File: config.mk
export PLATFORM = sky130hd
export DESIGN_NAME = tico_cdc_hs_tx
export DESIGN_NICKNAME = d
export VERILOG_FILES = /design/src/rtl/tico_cdc_hs_tx.sv
export SDC_FILE = /design/constraint.sdc
export NUM_CORES = 1
export LEC_CHECK = 0
export ABC_AREA = 1
export CORE_UTILIZATION = 49
export DETAILED_ROUTE_END_ITERATION = 10
export GPL_TIMING_DRIVEN = 0
export PLACE_DENSITY = 0.86
export SLEW_MARGIN = 10
export SYNTH_ARGS = -nofsm -noshare
export SYNTH_HDL_FRONTEND = slang
export SYNTH_SLANG_ARGS = --single-unit
export TNS_END_PERCENT = 1
File: constraint.sdc
create_clock -name clk -period 3.25 [get_ports clk]
set_clock_uncertainty 0.15 [all_clocks]
set_input_delay 0.325 -clock clk [delete_from_list [all_inputs] [get_ports clk]]
set_output_delay 0.325 -clock clk [all_outputs]
set_load 0.01 [all_outputs]
File: src/rtl/tico_cdc_hs_tx.sv
// Source side of a 4-phase req/ack bus synchronizer: captures a word, drives req_o
// against a resynchronized ack, and watches for stalled handshakes.
module tico_cdc_hs_tx #(
  parameter int unsigned DW             = 32,
  parameter int unsigned TIMEOUT_CYCLES = 1024
) (
  input  logic          clk,
  input  logic          rst_n,
  input  logic          src_valid_i,
  output logic          src_ready_o,
  input  logic [DW-1:0] src_data_i,
  output logic          req_o,
  output logic [DW-1:0] data_o,
  input  logic          ack_i,
  output logic          busy_o,
  output logic          done_o,
  input  logic          err_clr_i,
  output logic          err_o
);

  localparam int unsigned CW         = (TIMEOUT_CYCLES > 0) ? $clog2(TIMEOUT_CYCLES + 1) : 1;
  localparam int unsigned FIRE_VAL   = (TIMEOUT_CYCLES > 0) ? TIMEOUT_CYCLES - 1 : 0;
  localparam logic [CW-1:0] CNT_MAX  = CW'(TIMEOUT_CYCLES);
  localparam logic [CW-1:0] CNT_FIRE = CW'(FIRE_VAL);

  typedef enum logic [1:0] {
    S_IDLE = 2'd0,
    S_REQ  = 2'd1,
    S_REL  = 2'd2
  } state_t;

  state_t          r_state, w_state_nxt;
  (* ASYNC_REG = "TRUE" *) logic r_ack_meta;
  (* ASYNC_REG = "TRUE" *) logic r_ack_s;
  logic            r_req, w_req_nxt;
  logic [DW-1:0]   r_data, w_data_nxt;
  logic            r_done, w_done_nxt;
  logic            r_err, w_err_nxt;
  logic [CW-1:0]   r_cnt, w_cnt_nxt;
  logic            w_ready;
  logic            w_move;
  logic            w_fire;

  // Two-flop resynchronizer for the destination-domain acknowledge
  always_ff @(posedge clk or negedge rst_n) begin
    if (!rst_n) begin
      r_ack_meta <= 1'b0;
      r_ack_s    <= 1'b0;
    end else begin
      r_ack_meta <= ack_i;
      r_ack_s    <= r_ack_meta;
    end
  end

  always_ff @(posedge clk or negedge rst_n) begin
    if (!rst_n) begin
      r_state <= S_IDLE;
      r_req   <= 1'b0;
      r_data  <= '0;
      r_done  <= 1'b0;
      r_err   <= 1'b0;
      r_cnt   <= '0;
    end else begin
      r_state <= w_state_nxt;
      r_req   <= w_req_nxt;
      r_data  <= w_data_nxt;
      r_done  <= w_done_nxt;
      r_err   <= w_err_nxt;
      r_cnt   <= w_cnt_nxt;
    end
  end

  // A stale ack still high from a previous cycle blocks the next accept
  assign w_ready = (r_state == S_IDLE) && !r_ack_s;

  always_comb begin
    w_state_nxt = r_state;
    w_req_nxt   = r_req;
    w_data_nxt  = r_data;
    w_done_nxt  = 1'b0;
    w_move      = 1'b0;
    w_cnt_nxt   = r_cnt;
    w_fire      = 1'b0;
    w_err_nxt   = r_err;

    case (r_state)
      S_IDLE: begin
        if (src_valid_i && w_ready) begin
          w_data_nxt  = src_data_i;
          w_req_nxt   = 1'b1;
          w_state_nxt = S_REQ;
          w_move      = 1'b1;
        end
      end
      S_REQ: begin
        if (r_ack_s) begin
          w_req_nxt   = 1'b0;
          w_state_nxt = S_REL;
          w_move      = 1'b1;
        end
      end
      S_REL: begin
        if (!r_ack_s) begin
          w_done_nxt  = 1'b1;
          w_state_nxt = S_IDLE;
          w_move      = 1'b1;
        end
      end
      default: begin
        w_req_nxt   = 1'b0;
        w_state_nxt = S_IDLE;
      end
    endcase

    // Watchdog only flags the stall; the handshake itself is never aborted
    if (TIMEOUT_CYCLES != 0) begin
      if (w_move) begin
        w_cnt_nxt = '0;
      end else if ((r_state != S_IDLE) && (r_cnt != CNT_MAX)) begin
        w_cnt_nxt = r_cnt + CW'(1);
      end
      w_fire = (r_state != S_IDLE) && !w_move && (r_cnt == CNT_FIRE);
    end

    if (w_fire) begin
      w_err_nxt = 1'b1;
    end else if (err_clr_i) begin
      w_err_nxt = 1'b0;
    end
  end

  assign src_ready_o = w_ready;
  assign busy_o      = (r_state != S_IDLE);
  assign req_o       = r_req;
  assign data_o      = r_data;
  assign done_o      = r_done;
  assign err_o       = r_err;

endmodule

==> results of run 1 <==
-- worst max-delay path by stage --
stage                           start                      to  slack, ns  cells after the start
6_report       r_state[1]$_DFFE_PN0P_             src_ready_o       0.87                      5
5_1_grt        r_state[1]$_DFFE_PN0P_             src_ready_o       0.78                      5
4_1_cts        r_state[1]$_DFFE_PN0P_             src_ready_o       0.85                      5
3_5_place_dp   r_state[1]$_DFFE_PN0P_             src_ready_o       1.20                      5
3_3_place_gp                    rst_n  data_o[15]$_DFFE_PN0P_       0.27                      1
2_1_floorplan  r_state[1]$_DFFE_PN0P_             src_ready_o       1.78                      4
-- cells in the mapped netlist --
library cell,count
a21oi_2,1
o21ai_0,3
dfrtp_1,50
nor2_2,1
nand2_1,105
inv_2,3
buf_4,1
nand2_4,1
buf_2,6
nor2_1,13
a21oi_1,1
o21bai_1,1
inv_1,14
nor2_8,2
or2_2,1
xor2_1,3
o21ai_2,2
nor2_4,2
ha_1,2
o21ai_1,2
buf_6,2
nor3_1,1
nand3_1,45
clkbuf_1,1
nand4_1,8
buf_1,2
-- layer usage --
metal	GRT usage (%)	up-vias	part of all wire (%)
met4	6.00	0	1.4
met2	37.5	56	49
met1	27.7	967	43
met5	0	-	0
li1	-	1033	-
met3	7.55	8	6.9
-- sequential cells by signal (all words and copies together) (netlist names) --
name,count
data_o,32
r_cnt,11
r_state,2
done_o,1
err_o,1
r_ack_meta,1
r_ack_s,1
req_o,1
-- power groups by stage --
stage          logic, uW  clock network [uW]  registers (uW)
2_1_floorplan        255                   0             917
3_3_place_gp         681                   0             863
3_5_place_dp         698                   0             866
4_1_cts              704                 370             859
5_1_grt              758                 396             878
6_report             694                 359             858
-- layout by cell type, fill, tap and decap left out, drive strengths merged, types with 2 or more instances in the layout --
cell / count
a21oi: 2
buf: 13
clkbuf: 6
clkdlybuf4s50: 71
clkinv: 2
dfrtp: 50
ha: 2
inv: 17
nand2: 106
nand3: 45
nand4: 8
nor2: 18
o21ai: 7
xor2: 3
-- final cells by class --
cell class / instances / area, um2 / share of cell area [%]
Multi-Input combinational cell: 194 / 925 / 28.8
Inverter: 17 / 63.8 / 1.99
Clock inverter: 3 / 21.3 / 0.662
Tap cell: 52 / 65.1 / 2.03
Buffer: 12 / 71.3 / 2.22
Sequential cell: 50 / 1250 / 39.0
Timing Repair Buffer: 74 / 746 / 23.2
Clock buffer: 5 / 68.8 / 2.14
-- worst register-to-register path: cells and delay by family, from the launching register on --
family | cells | cell delay (ns)
adders and majority gates | 1 | 0.21
DFF | 1 | 0.42
and+or+nand+nor | 6 | 0.64
buffers and inverters | 1 | 0.09
-- what timing repair did --
action | CTS | global route
endpoints found under the hold margin | 20 | 0
resized for setup | 0 | 0
setup endpoints to repair | 0 | 0
hold buffers | 1 | 0
-- per-stage QoR --
| stage | instances | worst slack [ns] | instance area, um2 | utilization, % | hold slack, ns |
|---|---|---|---|---|---|
| final | 407 | 0.873 | 3210 | 72.3 | 0.185 |
| after global routing | 407 | 0.783 | 3210 | 72.3 | 0.207 |
| after CTS | 407 | 0.852 | 3210 | 72.3 | 0.180 |
| after global placement | 397 | 0.271 | 3100 | 69.7 | 0.181 |
| after floorplan | 273 | 1.78 | 2310 | - | -0.121 |
| after detailed placement | 398 | 1.20 | 3110 | 70.0 | 0.165 |
-- cells by family after synthesis --
kind of cell,after synthesis,synth area share [%]
adders and majority gates,2,1.08
xor gates and xnor gates,3,1.14
AOI/OAI and AO/OA,10,2.76
and+or+nand+nor,179,35.0
DFF,50,54.1
buffers and inverters,29,5.85
==> summary.txt, run 1 <==
Status
  • Run status: finished clean

Hold path
  • Worst hold start: src_valid_i
  • Worst min path class: in -> reg
  • Worst hold endpoint: data_o[1]$_DFFE_PN0P_
  • WHS Path Cells: 3

Clock tree
  • H-tree depth: 2
  • Clk root buf: clkbuf_8
  • Clock transition at path regs: 0.09 ns
  • CTS Buffer Depth: 2
  • Total setup buffers inserted after CTS: 0
  • Worst-Skew Late Latency: 0.31 ns
  • Clk sinks: 50
  • CTS tree: built
  • CTS Buf Count: 5

Setup path
  • FF-to-FF path depth: 8
  • CP max stage cell: clkdlybuf4s50_1
  • Delay-heaviest family, CP: buffers and inverters
  • Crit path kind: reg -> out
  • RR Endpoint: r_cnt[3]$_DFFE_PN0P_
  • Reg-to-Reg Start: r_cnt[0]$_DFFE_PN0P_
  • Crit-path max cell delay: 0.54 ns
  • CP max FO: 10
  • R2r setup slk: 1.63 ns
  • Critical Path Source Type: register
  • CP cell instances: nor2_4 -> inv_2 -> nor2_8 -> buf_4 -> clkdlybuf4s50_1
  • Buf/Inv on CP: 3
  • Critical Path RT: 2.77 ns
  • CP endpoint kind: primary output
  • Worst endpoint data arrival time: 1.90 ns

Floorplanning
  • Initial Util: 52.0%
  • Core Region: 4440 um2
  • Die area: 4990 um2
  • Rows: 24
  • Die Span Y: 70.7 um
  • Io pins: 74
  • Die width: 70.7 um

Global route
  • Largest net degree at the start of global routing: 31
  • Global route overflow: 0
  • Vias in the first global route: 2,008
  • First-pass GRT wire length: 8680 um
  • Global-route usage over all layers: 22.3%
  • Initial antenna violation count: 0

STA
  • Max Freq: 421 MHz
  • Final setup TNS: 0 ns
  • Final period util: 73.1%
  • RSZ-0062 raised after global routing: no
  • Final setup violation count: 0
  • Slew Limit Fails: 0
  • Actual slew at the worst max-slew pin: 0.493 ns
  • Crit path time final: 2.38 ns
  • Slew HR: 67.1%
  • Final hold viol count: 0

Place
  • Placer Congestion: 0.832
  • Port bufs: 72
  • Dpl hpwl: 3770 um

Route
  • Routed WL: 5200 um
  • DRC: 0
  • Vias per cell: 5.07
  • Initial DRC Count: 101
  • Drt first pass iters: 4
  • WL/cell: 12.8 um
  • Post-route ant nets: 0
  • Via Count: 2,064

Pwr
  • Logic pwr share: 36.3%
  • Sw Ratio: 33.0%
  • Seq pwr share: 44.9%
  • Lkg Pwr: 0.00159 uW
  • Sw Pwr: 632 uW
  • VDD IR max: 0.365 mV
  • Clock share of power: 18.8%
  • PD cells: 595 nW/um2
  • Total power draw: 1910 uW
  • P_int: 1280 uW

Yosys
  • Syn Area/Cell: 8.47 um2
  • Seq/Total Area, Yosys: 54.1%
  • Share of the synthesized area in the top cell type: 54.1%
  • Syn Nets: 312
  • Synthesized netlist cell count: 273
  • Synthesized area: 2310 um2
  • Top cell type by total area after synthesis: dfrtp_1
  • Warning count from the yosys run: 0
  • Top cells by area in the synthesized netlist: dfrtp_1, nand2_1, nand3_1
  • Synth unique cells: 26
  • Synthesis-stage register bit count: 50

Layout
  • Synth-to-Final Area Change: 39.0%
  • # diodes: 0
  • Fin nets: 393
  • Layout cells sized above 1: 9.01%
  • # fillers: 335

Flow run
  • # Max-Cap Violations: 0
Power figures use the tool's default switching activity.
==> run 2, diff against run 1 <==
- CORE_UTILIZATION: 49 -> 46
- PLACE_DENSITY: 0.86 -> 0.82
- clock period: 3.25 -> 2.37 ns (I/O delays scaled with it)
==> summary.txt, run 2 (synthesized netlist as in run 1, its figures left out) <==
Floorplanning
  • Io pins: 74 (unchanged)
  • Die width: 72.9 um (+3.1%)
  • Die area: 5310 um2 (+6.3%)
  • Rows: 25 (+4.2%)
  • Die Span Y: 72.9 um (+3.1%)
  • Initial Util: 48.3% (-3.7 points)
  • Core Region: 4790 um2 (+7.7%)

Setup path
  • CP cell instances: nor2_4 -> inv_2 -> clkdlybuf4s50_1
  • Worst endpoint data arrival time: 1.55 ns (-0.35 ns)
  • Delay-heaviest family, CP: buffers and inverters
  • Critical Path Source Type: register
  • CP max FO: 5 (-5)
  • CP max stage cell: clkdlybuf4s50_1
  • CP endpoint kind: primary output
  • Crit path kind: reg -> out
  • Crit-path max cell delay: 0.51 ns (-0.03 ns)
  • Critical Path RT: 1.98 ns (-0.79 ns)
  • Buf/Inv on CP: 2 (-1)

Clock tree
  • Clk root buf: clkbuf_8
  • H-tree depth: 2 (unchanged)
  • Total setup buffers inserted after CTS: 0 (unchanged)
  • Clk sinks: 50 (unchanged)
  • CTS tree: built
  • CTS Buffer Depth: 2 (unchanged)
  • Worst-Skew Late Latency: 0.30 ns (about the same)
  • Clock transition at path regs: 0.09 ns (about the same)
  • CTS Buf Count: 5 (unchanged)

Route
  • Vias per cell: 4.86 (-4.2%)
  • Via Count: 2,050 (-0.68%)
  • Routed WL: 5210 um (+0.19%)
  • Drt first pass iters: 4 (unchanged)
  • Post-route ant nets: 0 (unchanged)
  • Initial DRC Count: 84 (-17%)
  • WL/cell: 12.3 um (-3.4%)
  • DRC: 0 (unchanged)

Flow run
  • # Max-Cap Violations: 0 (unchanged)

Pwr
  • Logic pwr share: 35.8% (-0.5 points)
  • Sw Pwr: 879 uW (+39%)
  • VDD IR max: 0.536 mV (+47%)
  • Total power draw: 2670 uW (+40%)
  • PD cells: 822 nW/um2 (+38%)
  • Seq pwr share: 44.1% (-0.8 points)
  • P_int: 1790 uW (+40%)
  • Clock share of power: 20.1% (+1.3 points)
  • Sw Ratio: 33.0% (-0.079 points)
  • Lkg Pwr: 0.00160 uW (+0.93%)

Global route
  • Global route overflow: 0 (unchanged)
  • Vias in the first global route: 2,012 (+0.20%)
  • Initial antenna violation count: 0 (unchanged)
  • First-pass GRT wire length: 8750 um (+0.79%)
  • Largest net degree at the start of global routing: 34 (+9.7%)
  • Global-route usage over all layers: 21.7% (-0.63 points)

STA
  • RSZ-0062 raised after global routing: no
  • Crit path time final: 1.94 ns
  • Hold slack: 0.122 ns (-0.0630 ns)
  • Slew HR: 69.9% (+2.7 points)
  • Slew Limit Fails: 0 (unchanged)
  • Final hold viol count: 0 (unchanged)
  • Final period util: 81.9%
  • Actual slew at the worst max-slew pin: 0.452 ns (-0.0411 ns)
  • Final setup violation count: 0 (unchanged)
  • Max Freq: 515 MHz

Layout
  • Non-Filler Instances: 422 (+3.7%)
  • Commonest cells after routing, fill and taps aside: nand2_1, clkdlybuf4s50_1, dfrtp_1, nand3_1, inv_1
  • Layout cells sized above 1: 9.30% (+0.28 points)
  • Final instance area: 3240 um2 (+0.97%)
  • Fin nets: 393 (unchanged)
  • Synth-to-Final Area Change: 40.3%
  • Max FFs per register: 32 (unchanged)
  • # diodes: 0 (unchanged)
  • Post-route core utilization: 67.8% (-4.5 points)
  • Most common cell after layout, fill and taps aside: nand2_1

Hold path
  • Worst min path class: in -> reg

Place
  • Inst Count DP: 413 (+3.8%)
  • Port bufs: 72 (unchanged)
  • Placer Congestion: 0.832 (about the same)
  • Cell Area, Placed: 3130 um2 (+0.60%)
  • Dpl hpwl: 3890 um (+3.1%)

Status
  • Run status: finished clean
## run 2: power groups by stage
stage	combinational, uW	clock, uW	sequential [uW]
global route	1050	591	1200
global placement	932	0	1180
CTS	968	550	1180
detailed placement	963	0	1190
floorplan	349	0	1260
finish	955	536	1180
## run 2: final cells by class
type	instances	area, um2
fillers	389	1540
flip-flops and latches	50	1250
multi-input cells	194	925
repair buffers	74	748
well taps	67	83.8
clock buffers	6	82.6
plain buffers	12	71.3
inverters	17	63.8
clock inverters	2	16.3
## run 2: per-layer routing
| layer | part of all wire, % | vias to the layer above | GRT usage [%] |
|---|---|---|---|
| met4 | 1.2 | 0 | 6.54 |
| met1 | 42 | 953 | 25.6 |
| met3 | 8.0 | 5 | 8.84 |
| li1 | - | 1031 | - |
| met2 | 49 | 61 | 36.2 |
| met5 | 0 | - | 0 |
## run 2: path summary, 6_finish.rpt
kind / from / to / slack (ns) / cells after the start
worst max-delay path: r_state[1]$_DFFE_PN0P_ / busy_o / 0.43 / 3
worst min-delay path: src_valid_i / data_o[0]$_DFFE_PN0P_ / 0.12 / 3
worst max register to register: r_cnt[0]$_DFFE_PN0P_ / r_cnt[3]$_DFFE_PN0P_ / 0.74 / 8
worst min register to register: r_ack_meta$_DFF_PN0_ / r_ack_s$_DFF_PN0_ / 0.21 / 0
max in group asynchronous: rst_n / r_state[1]$_DFFE_PN0P_ / 1.30 / 3
min in group asynchronous: rst_n / r_cnt[6]$_DFFE_PN0P_ / 0.24 / 2
## run 2: through the flow
step	setup slack (ns)	setup TNS (ns)
CTS	0.0246	0
global placement	-0.536	-26.68
detailed placement	0.381	0
floorplan	0.941	0
global route	0.350	0
finish	0.430	0
## run 2: repair_timing
item	in CTS	in global routing
setup endpoints to repair	0	1
hold buffers	1	0
gates resized for setup	0	2
hold endpoints to repair	17	0
## run 2: worst min-delay path: cells and delay by family
family        cells  cell delay [ns]
buf+inv           1             0.16
simple gates      2             0.15
